<file path="config.mk">
export PLATFORM = sky130hd
export DESIGN_NAME = mix_column_seq
export DESIGN_NICKNAME = d
export VERILOG_FILES = /design/src/rtl/mix_column_seq.sv
export SDC_FILE = /design/constraint.sdc
export NUM_CORES = 1
export LEC_CHECK = 0
export ABC_AREA = 0
export ABC_CLOCK_PERIOD_IN_PS = 3100
export BUFFER_PORTS_ARGS = -buffer_cell sky130_fd_sc_hd__buf_2
export CORE_ASPECT_RATIO = 0.75
export CORE_UTILIZATION = 32
export DETAILED_ROUTE_END_ITERATION = 8
export GPL_TIMING_DRIVEN = 0
export PLACE_DENSITY = 0.58
export SETUP_SLACK_MARGIN = 0.4
export SLEW_MARGIN = 20
export SYNTH_ARGS = -nofsm -noshare
export SYNTH_HDL_FRONTEND = slang
export SYNTH_SLANG_ARGS = --single-unit
</file>
<file path="constraint.sdc">
create_clock -name clk -period 3.1 [get_ports clk]
set_clock_uncertainty 0.2 [all_clocks]
set_input_delay 0 -clock clk [delete_from_list [all_inputs] [get_ports clk]]
set_output_delay 0 -clock clk [all_outputs]
set_load 0.01 [all_outputs]
</file>
<file path="src/rtl/mix_column_seq.sv">
// Mini-AES MixColumn stage: mixes the 2x2 nibble state one column per clock over GF(2^4)
// with matrix [[3,2],[2,3]], behind a valid/ready handshake on both sides.
module mix_column_seq #(
    parameter logic [3:0] RED_POLY  = 4'h3,
    parameter bit         BYPASS_EN = 1'b1
) (
    input  logic        clk,
    input  logic        rst,
    input  logic [15:0] in_data,
    input  logic        in_last_round,
    input  logic        in_valid,
    output logic        in_ready,
    output logic [15:0] out_data,
    output logic        out_valid,
    input  logic        out_ready
);

    typedef enum logic [1:0] {
        IDLE = 2'd0,
        COL0 = 2'd1,
        COL1 = 2'd2,
        HOLD = 2'd3
    } state_t;

    state_t      state_q, state_d;
    logic [15:0] word_q, word_d;
    logic        flag_q, flag_d;
    logic [15:0] result_q, result_d;
    logic [15:0] out_data_q, out_data_d;
    logic        out_valid_q, out_valid_d;
    logic [7:0]  col0_s;
    logic [7:0]  col1_s;

    function automatic logic [3:0] xtime(input logic [3:0] x);
        logic [3:0] r;
        r = {x[2:0], 1'b0};
        if (x[3]) begin
            r = r ^ RED_POLY;
        end
        return r;
    endfunction

    function automatic logic [7:0] mix_col(input logic [7:0] col);
        logic [3:0] p;
        logic [3:0] q;
        p = col[7:4];
        q = col[3:0];
        return {xtime(p) ^ p ^ xtime(q), xtime(p) ^ xtime(q) ^ q};
    endfunction

    // Column datapath; the last round copies nibbles through with identical timing
    always_comb begin
        col0_s = word_q[15:8];
        col1_s = word_q[7:0];
        if (flag_q && BYPASS_EN) begin
            col0_s = word_q[15:8];
            col1_s = word_q[7:0];
        end else begin
            col0_s = mix_col(word_q[15:8]);
            col1_s = mix_col(word_q[7:0]);
        end
    end

    // Ready is state-derived; the only combinational input term is out_ready
    always_comb begin
        in_ready = (state_q == IDLE) || ((state_q == HOLD) && out_ready);
    end

    // Next-state and datapath register updates
    always_comb begin
        state_d     = state_q;
        word_d      = word_q;
        flag_d      = flag_q;
        result_d    = result_q;
        out_data_d  = out_data_q;
        out_valid_d = out_valid_q;
        case (state_q)
            IDLE: begin
                if (in_valid) begin
                    word_d  = in_data;
                    flag_d  = in_last_round;
                    state_d = COL0;
                end else begin
                    state_d = IDLE;
                end
            end
            COL0: begin
                result_d[15:8] = col0_s;
                state_d        = COL1;
            end
            COL1: begin
                result_d[7:0] = col1_s;
                out_data_d    = {result_q[15:8], col1_s};
                out_valid_d   = 1'b1;
                state_d       = HOLD;
            end
            HOLD: begin
                if (out_ready) begin
                    out_valid_d = 1'b0;
                    // Drain and accept in the same cycle keeps the 3-cycle cadence
                    if (in_valid) begin
                        word_d  = in_data;
                        flag_d  = in_last_round;
                        state_d = COL0;
                    end else begin
                        state_d = IDLE;
                    end
                end else begin
                    state_d = HOLD;
                end
            end
            default: begin
                state_d = IDLE;
            end
        endcase
    end

    // State and data registers with synchronous reset
    always_ff @(posedge clk) begin
        if (rst) begin
            state_q     <= IDLE;
            word_q      <= 16'h0000;
            flag_q      <= 1'b0;
            result_q    <= 16'h0000;
            out_data_q  <= 16'h0000;
            out_valid_q <= 1'b0;
        end else begin
            state_q     <= state_d;
            word_q      <= word_d;
            flag_q      <= flag_d;
            result_q    <= result_d;
            out_data_q  <= out_data_d;
            out_valid_q <= out_valid_d;
        end
    end

    assign out_data  = out_data_q;
    assign out_valid = out_valid_q;

endmodule

</file>
After elaboration in Yosys (flattened, before gate mapping) --
Cells that the tools add are included.
Word-level totals: register bits 44, logic and storage cells 50, output and inout bits 18, input bits 21
Operators by class: reductions and logical operators 7, equality and inequality tests 4, bitwise logic cells 12, mux-type cells 21
Operators by type and width (number):
- 16-bit two-way mux | 2
- 16-bit case mux with 2 select lines | 1
- 4-bit bitwise XOR | 8
- 4-bit two-way mux | 4
- 8-bit two-way mux | 2
- 2-bit two-way mux | 5
- 2-bit NOT | 4
- 2-bit case mux with 4 select lines | 1
- 2-bit == test, second input constant | 2
- 1-bit two-way mux | 4
- 1-bit case mux with 2 select lines | 2
- 2-bit AND reduction | 2
- 2-bit nonzero test | 2
- 2-bit by 1-bit == test with 1-bit output, second input constant | 1
- 2-bit zero test | 1
- 2-bit != test, second input constant | 1
- 1-bit logical AND | 1
- 1-bit logical OR | 1

Longest topological paths before layout --
Gate-level depths: netlist of run 1.
word-level depth 6, gate-level depth with buffers 7, mapped depth without buffers 4

Worst setup path before layout of run 1 --
OpenSTA, ideal clock, no wires.
path type flip-flop to flip-flop, from reg state_q[1], to reg word_q[12], stages on the path, launching flop included 8, setup time 0.132 ns, buffers on the path 3, data arrival time 1.194 ns, slack 1.574 ns, cell sequence dfxtp_1 buf_2 a21bo_2 and3_1 buf_2 buf_6 nand2_1 a21oi_1
On the way: word-level cells in the longest chain between the ends 3, elaborated cells between the ends (all ways) 6, classes of those cells eq/ne: 2; mux: 1; reduce/logical: 3
RTL lines:
- start: declaration | RTL line 25 | state_t state_q, state_d;
- start signal: assignment | RTL line 128 | state_q <= state_d;
- 2-bit == test / 2-bit zero test (equally long branches) | RTL line 77 | case (state_q)
- 2-bit != test (no line) / 2-bit nonzero test (equally long branches)
- 2-bit AND reduction (no line)
- end signal: assignment | RTL line 129 | word_q <= word_d;
- end: declaration | RTL line 26 | logic [15:0] word_q, word_d;
Parallel ways exist; a longest one is shown, timed or not. A chain may end at the register's enable or synchronous reset.

Worst setup path after layout of run 1 --
from reg state_q[0], to out in_ready
On the way: word-level cells in the longest chain between the ends 3, elaborated cells between the ends (all ways) 4, classes of those cells eq/ne: 1; reduce/logical: 3
RTL lines:
- 2-bit == test | RTL line 66 | in_ready = (state_q == IDLE) || ((state_q == HOLD) && out_ready);
- 1-bit logical AND | RTL line 66
- 1-bit logical OR * | RTL line 66
- end: declaration | RTL line 12 | output logic in_ready,
Every way passes the cells marked *; elsewhere a longest branch is shown, timed or not.

==> metrics.md, run 1 <==
| Metric | Value |
|---|---|
| Fin crit share | 0.587 |
| CTS Buf Count | 5 |
| Total gr overflow | 0 |
| Crit path DAT | between 1.5 and 2 ns |
| Max Cap Viol | 0 |
| Diode count | 0 |
| Number of core rows | 23 |
| Synth Area per Inst | 8.44 µm² |
| Pin count of the biggest net entering global routing | 16 |
| Initial drt markers | 63 |
| R2r setup slk | roughly 1.4 ns |
| Post-synthesis mux area share | 0 |
| CTS tree | done |
| Commonest non-fill, non-tap cells in the layout | nand2_1, buf_2, dfxtp_1 |
| Layout cell share with drive strength beyond 1 | 0.218 |
| Clock Root Buffer | clkbuf_8 |
| Complex-gate fraction of the synthesized area | 0.174 |
| Reg area | 881 µm² |
| GRT Overall Usage | 0.154 |
| Multi-input logic area | slightly below 900 µm² |
| First-pass GRT wire length | 6890 µm |
| # IOs | 39 |
| DRT Pass-1 Iters | 4 |
| Hold path cells | 2 |
| Final Critical Period | ~1.8 ns |
| Effective utilization at floorplan | 0.338 |
| Max-slew violations | 0 |
| Slowest cell on crit path | dfxtp_1 |
| Reg clk slew, reported paths | ~0.090 ns |
| Area growth syn-to-layout | 32.9% |
| Outcome | finished, final reports clean |
| Via/cell ratio | 4.38 |
| CP Cell Sequence | inv_1 > nor2_2 > buf_2 > a21oi_1 > buf_2 |
| Clock Latency Late Sink | around 0.3 ns |
| Number of synthesized register bits | 44 |
| Power per cell area | ~560 mW/mm² |
| Clock Sinks | 44 |
| EDFF count, synth | 0 |
| Longest Clk Path Bufs | 2 |
| Worst setup path class | flop to primary output |
| WL/cell | approximately 12 µm |
| Synthesized Nets | 239 |
| Synth Area in Adders | 0 |
| Yosys Warn Count | 0 |
| XOR/XNOR Fraction of Synth Area | 0.113 |
| Routed vias | 1572 |
| Most common library cell in the layout ignoring fill and taps | nand2_1 |
| Crit-path max FO | 10 |
| R2r worst-path depth | 7 |
| RSZ-0062 raised after global routing | false |
| # fillers | roughly 590 |
| Cells after Synth | around 220 |
| DRC | 0 |
| H-tree level count | 2 |
| Startpoint types | flop |
| Post-Synth Simple-Gate Area | 0.195 |
| Asr flop ratio synth | 0 |
| Routability Congestion | roughly 0.73 |
| Slew at the pin closest to its max-slew limit | around 0.51 ns |
| Largest family of logic cells by synthesized area | simple AND/OR/NAND/NOR gates |
| Core ar. | between 0.005 and 0.006 mm² |
| Most common flop cell mapped by yosys | dfxtp_1 |
| Detailed Route WL | 4200 µm |
| VDD IR-drop max | between 0.15 and 0.2 mV |
| Leakage power | 0.938 nW |
| WHS | 0.252 ns |
| CP required | 2.90 ns |
| Netlist cell types | 21 |
| Pre-CTS setup slack | between 1 and 1.5 ns |
| Hold Vio Cnt, Final | 0 |
| Final-stage net count | between 300 and 400 |
| Port Buffers | 37 |
| Initial antenna violation count | 0 |
| Final antenna-violating net count | 0 |
| Post-Synthesis Cell Area | approximately 0.0018 mm² |
| Critical Path Most Common Cell | buf_2 |
| Dpl hpwl | about 3000 µm |
| Die height | around 68 µm |
| Sequential-to-total area share from yosys stat | 0.479 |
| # setup viols final | 0 |
| Chip width | around 90 µm |
| Worst path max stage delay | approximately 0.40 ns |
| Max-slew headroom | 0.657 |
| Number of global-route vias before repair | between 1000 and 1500 |
| Worst Slack Setup Final | ~1.3 ns |
| Die area | a little over 0.006 mm² |
| Fin Setup TNS | 0 ns |
| Endpoint type of the worst setup path | primary output |
| Max Freq | 0.549 GHz |
| HP Class | flop to flop |
## per-stage QoR
step,instance area (µm²),instances,total power [mW],utilization
final,2440,359,1.38,0.449
after global routing,2440,359,1.46,0.449
after CTS,2440,359,1.39,0.449
after detailed placement,2120,330,0.919,0.389
after global placement,2120,330,0.915,0.389
after floorplan,1840,218,0.843,-
## area by class of cell
cell class | count | share of cell area
Multi-Input combinational cell | 159 | 0.363
Sequential cell | 44 | 0.360
Timing Repair Buffer | 58 | 0.162
Tap cell | 75 | 0.0384
Clock buffer | 5 | 0.0282
Buffer | 14 | 0.0282
Clock inverter | 3 | 0.0189
Inverter | 1 | 0.00154
## sequential cells by signal, indices dropped and copies added (netlist names)
name and count:
word_q 16, result_q 8, out_valid 1, out_data 16, flag_q 1, state_q 2
## power by group
group / switching [mW] / leakage, nW / internal [mW]
sequential: 0.0343 / 0.360 / 0.610
clock: 0.211 / 0.0548 / 0.243
combinational: 0.150 / 0.523 / 0.131
total: 0.395 / 0.938 / 0.983
## critical path: cells and delay by family (launching register included)
kind                   cells  cell delay, ns
AOI/OAI and AO/OA          1            0.09
buffers and inverters      3            0.56
DFF                        1            0.40
and+or+nand+nor            1            0.28
## cell usage after synthesis (2+ instances only)
cell	number	area share
dfxtp_1	44	0.48
o21ai_0	4	0.011
a311oi_2	4	0.033
a211oi_1	12	0.049
clkbuf_1	6	0.012
xnor2_1	20	0.095
xnor2_2	2	0.018
nand2_1	53	0.11
a21oi_1	28	0.076
buf_2	7	0.019
nor2_1	25	0.051
or3_1	4	0.014
## kinds of logic (layout without fill, tap and decap cells)
group / count (synthesis) / after routing
AOI/OAI and AO/OA: 49 / 49
xor gates and xnor gates: 22 / 22
buffers and inverters: 15 / 81
DFF: 44 / 44
and+or+nand+nor: 88 / 88
## final timing paths
check / end / from
worst min-delay path: out_data[12] / result_q[12]
worst max-delay path: in_ready / state_q[0]
worst min register to register: out_data[12] / result_q[12]
worst max register to register: word_q[15] / state_q[1]
## per-layer routing
metal	wire length (µm)	vias to the layer above	track usage	part of all wire
met3	173	5	0.0416	0.041
met1	2430	677	0.232	0.58
met2	1550	38	0.208	0.37
met4	44	0	0.0476	0.010
met5	0	-	0	0
li1	-	852	-	-
## what timing repair did
action | in CTS | in global routing
setup endpoints to repair | 0 | 0
resized for setup | 0 | 0
hold endpoints to repair | 24 | 0
buffers inserted | 0 | 0
hold buffers | 21 | 0
No activity file was read; power rests on OpenSTA's default activity.
==> run 2, diff against run 1 <==
--- a/config.mk
+++ b/config.mk
@@ -5,14 +5,14 @@
 export SDC_FILE = /design/constraint.sdc
 export NUM_CORES = 1
 export LEC_CHECK = 0
-export ABC_AREA = 0
-export ABC_CLOCK_PERIOD_IN_PS = 3100
+export ABC_AREA = 1
+export ABC_CLOCK_PERIOD_IN_PS = 1600
 export BUFFER_PORTS_ARGS = -buffer_cell sky130_fd_sc_hd__buf_2
 export CORE_ASPECT_RATIO = 0.75
 export CORE_UTILIZATION = 32
 export DETAILED_ROUTE_END_ITERATION = 8
 export GPL_TIMING_DRIVEN = 0
-export PLACE_DENSITY = 0.58
+export PLACE_DENSITY = 0.59
 export SETUP_SLACK_MARGIN = 0.4
 export SLEW_MARGIN = 20
 export SYNTH_ARGS = -nofsm -noshare
==> constraint.sdc (replaced) <==
create_clock -name clk -period 1.6 [get_ports clk]
set_clock_uncertainty 0.2 [all_clocks]
set_input_delay 0 -clock clk [delete_from_list [all_inputs] [get_ports clk]]
set_output_delay 0 -clock clk [all_outputs]
set_load 0.01 [all_outputs]
==> metrics.md, run 2 <==
| Metric | Value |
|---|---|
| # IOs | 39 (unchanged) |
| Fin Setup TNS | 0 ns (unchanged) |
| Number of synthesized register bits | 44 (unchanged) |
| EDFF count, synth | 0 (unchanged) |
| Initial drt markers | 78 (+24%) |
| Pin count of the biggest net entering global routing | 14 (-2) |
| CP startpoint | state_q[1] |
| H-tree level count | 2 (unchanged) |
| Final-stage net count | 351 (+15%) |
| Worst setup path class | flop to flop |
| Crit-path max FO | 10 (unchanged) |
| First-pass GRT wire length | 7910 µm (+15%) |
| Routability Congestion | 0.756 (+3.6%) |
| Clock Root Buffer | clkbuf_8 |
| Top delay family on crit path | flip-flops |
| Total power | 3.17 mW (+130%) |
| Most common library cell in the layout ignoring fill and taps | buf_2 |
| Number of core rows | 24 (+4.3%) |
| Die height | 69.1 µm (+2.2%) |
| Die area | 0.00632 mm² (+4.4%) |
| CP Cell Sequence | buf_6 > a21oi_4 > nand3_4 > buf_6 > o21ai_2 > a21oi_1 |
| Initial antenna violation count | 0 (unchanged) |
| Cells after Synth | 253 (+16%) |
| Critical Path Most Common Cell | buf_6 |
| Clock Sinks | 44 (unchanged) |
| Max Freq | slightly above 0.7 GHz |
| Most common flop cell mapped by yosys | dfxtp_1 |
| Area growth syn-to-layout | 48.1% |
| R2r setup slk | 0.22 ns (-1.16 ns) |
| Post-Synth Simple-Gate Area | 0.180 (-0.0142) |
| GRT Overall Usage | 0.160 (+0.00557) |
| Worst path max stage delay | 0.34 ns (-0.06 ns) |
| CTS tree | done |
| Effective utilization at floorplan | 0.332 (-0.00656) |
| Post-synth top area share | 0.458 (-0.0206) |
| Top post-synthesis cells by area | dfxtp_1, a21oi_1, nor2_1 |
| WHS | -0.0646 ns (-0.317 ns) |
| Outcome | finished, violations left |
| Synth Area per Inst | 7.60 µm² (-10%) |
| R2r worst-path depth | 6 (-1) |
| Post-synthesis mux area share | 0 (unchanged) |
| Hold Vio Cnt, Final | 3 (+3) |
| Dpl hpwl | 3250 µm (+8.5%) |
| Longest Clk Path Bufs | 2 (unchanged) |
| VDD IR-drop max | 0.560 mV (+190%) |
| DRT Pass-1 Iters | 4 (unchanged) |
| Layout Utilization | 0.491 (+0.0419) |
| Yosys Warn Count | 0 (unchanged) |
| Top cells by count, synth | dfxtp_1, nor2_1, nand2_1 |
| Fin crit share | 0.862 |
| Violated checks | hold timing |
| Startpoint types | flop |
| Layout cell share with drive strength beyond 1 | 0.375 (+0.156) |
| Via/cell ratio | 4.56 (+4.2%) |
| Total gr overflow | 0 (unchanged) |
| Slowest cell on crit path | dfxtp_2 |
| Reg clk slew, reported paths | 0.08 ns (about the same) |
| Synthesized Nets | 274 (+15%) |
| Leakage power | 1.29 nW (+38%) |
| Largest family of logic cells by synthesized area | compound AO/OA/AOI/OAI gates |
| Diode count | 0 (unchanged) |
| Post-Synthesis Cell Area | 0.00192 mm² (+4.5%) |
| RR Endpoint | word_q[9] |
| Power per cell area | 1120 mW/mm² (+98%) |
| Endpoint type of the worst setup path | flop |
| Cell taking the most area after synthesis | dfxtp_1 |
| Crit path buffers/inverters | 2 (-1) |
| CTS Buf Count | 5 (unchanged) |
| HP Class | primary input to flop |
| Core ar. | 0.00580 mm² (+6.6%) |
| Slew at the pin closest to its max-slew limit | 0.747 ns (+0.232 ns) |
| Complex-gate fraction of the synthesized area | 0.215 (+0.0407) |
| Final Critical Period | 1.38 ns |
| Most common cell in the netlist | dfxtp_1 |
| Reg-to-reg startpoint | state_q[1] |
| Final antenna-violating net count | 0 (unchanged) |
| Max-slew headroom | 0.502 (-0.155) |
| Crit path DAT | 1.37 ns (-0.25 ns) |
| Routed vias | 1867 (+19%) |
| DRC | 0 (unchanged) |
| Port Buffers | 37 (unchanged) |
| Max Cap Viol | 0 (unchanged) |
| CP required | 1.59 ns (-1.31 ns) |
| CP endpoint | word_q[9] |
| # setup viols final | 0 (unchanged) |
| Cell count along the critical path | 6 (+1) |
| Asr flop ratio synth | 0 (unchanged) |
| # fillers | 566 (-3.2%) |
| WL/cell | 11.6 µm (-0.97%) |
| XOR/XNOR Fraction of Synth Area | 0.0547 (-0.0582) |
| Number of global-route vias before repair | 1694 (+18%) |
| Max-slew violations | 0 (unchanged) |
| Hold path cells | 4 (+2) |
| # hold bufs at CTS | 20 (-4.8%) |
| Chip width | 91.5 µm (+2.2%) |
| Detailed Route WL | 4740 µm (+13%) |
| RSZ-0062 raised after global routing | true |
| Commonest non-fill, non-tap cells in the layout | buf_2, nor2_1, nand2_1, dfxtp_1, a21oi_1 |
| Clock Latency Late Sink | 0.29 ns (about the same) |
| Sequential-to-total area share from yosys stat | 0.458 (-0.0206) |
| Netlist cell types | 20 (-4.8%) |
| Synth Area in Adders | 0 (unchanged) |
## run 2: changes by cell type in the layout (fill, tap and decap cells not counted), sizes merged, moves of 12 or more
cell    before  now
inv          2   26
a211oi      12    0
xnor2       22    0
o21ai        4   44
nand2       53   35
nor2        26   38
xor2         0   12
## run 2: kinds of logic after synthesis
group                     after synthesis
buffers and inverters                  36
and+or+nand+nor                        83
DFF                                    44
AOI/OAI and AO/OA                      78
xor gates and xnor gates               12
## run 2: cell type report
| class | instances | area [µm²] | area share |
|---|---|---|---|
| plain buffers | 10 | 108 | 0.0378 |
| clock buffers | 6 | 82.6 | 0.0290 |
| clock inverters | 2 | 10.0 | 0.00352 |
| inverters | 26 | 113 | 0.0396 |
| multi-input cells | 173 | 1010 | 0.354 |
| flip-flops and latches | 44 | 908 | 0.319 |
| well taps | 78 | 97.6 | 0.0343 |
| repair buffers | 70 | 519 | 0.182 |
## run 2: through the flow
stage / instances / cell area (µm²) / worst slack (ns)
4_1_cts: 405 / 2730 / 0.197
6_report: 409 / 2850 / 0.221
5_1_grt: 409 / 2850 / 0.129
2_1_floorplan: 253 / 1930 / 0.279
3_3_place_gp: 368 / 2220 / 0.0884
3_5_place_dp: 368 / 2220 / 0.0624
## run 2: layer usage
metal,routed length (µm),vias up,track usage
met5,0,-,0
met4,77,0,0.0547
met3,170,10,0.0342
met2,2130,32,0.237
met1,2360,844,0.228
li1,-,981,-
## run 2: power breakdown
group / switching [mW] / total, mW / internal [mW]
registers: 0.142 / 1.40 / 1.26
logic: 0.562 / 1.05 / 0.493
clock network: 0.371 / 0.715 / 0.345
## run 2: worst min-delay path by stage
| stage | from | to | slack, ns |
|---|---|---|---|
| 4_1_cts | out_ready | out_valid | -0.10 |
| 5_1_grt | out_ready | state_q[0] | -0.06 |
| 3_3_place_gp | rst | state_q[1] | 0.01 |
| 3_5_place_dp | rst | state_q[1] | 0.02 |
| 6_report | out_ready | out_valid | -0.06 |
| 2_1_floorplan | in_data[10] | word_q[10] | -0.05 |
## run 2: what timing repair did
| item | in CTS | in global routing |
|---|---|---|
| endpoints found under the setup margin | 43 | 43 |
| cloned | 1 | 0 |
| pin swaps | 12 | 9 |
| resized for setup | 62 | 28 |
| buffers inserted | 8 | 4 |
| endpoints found under the hold margin | 24 | 2 |
## run 2: worst register-to-register path: cells and delay by family, from the launching register on
kind	cells	cell delay (ns)
AOI/OAI and AO/OA	3	0.34
buffers and inverters	2	0.28
DFF	1	0.34
and+or+nand+nor	1	0.12
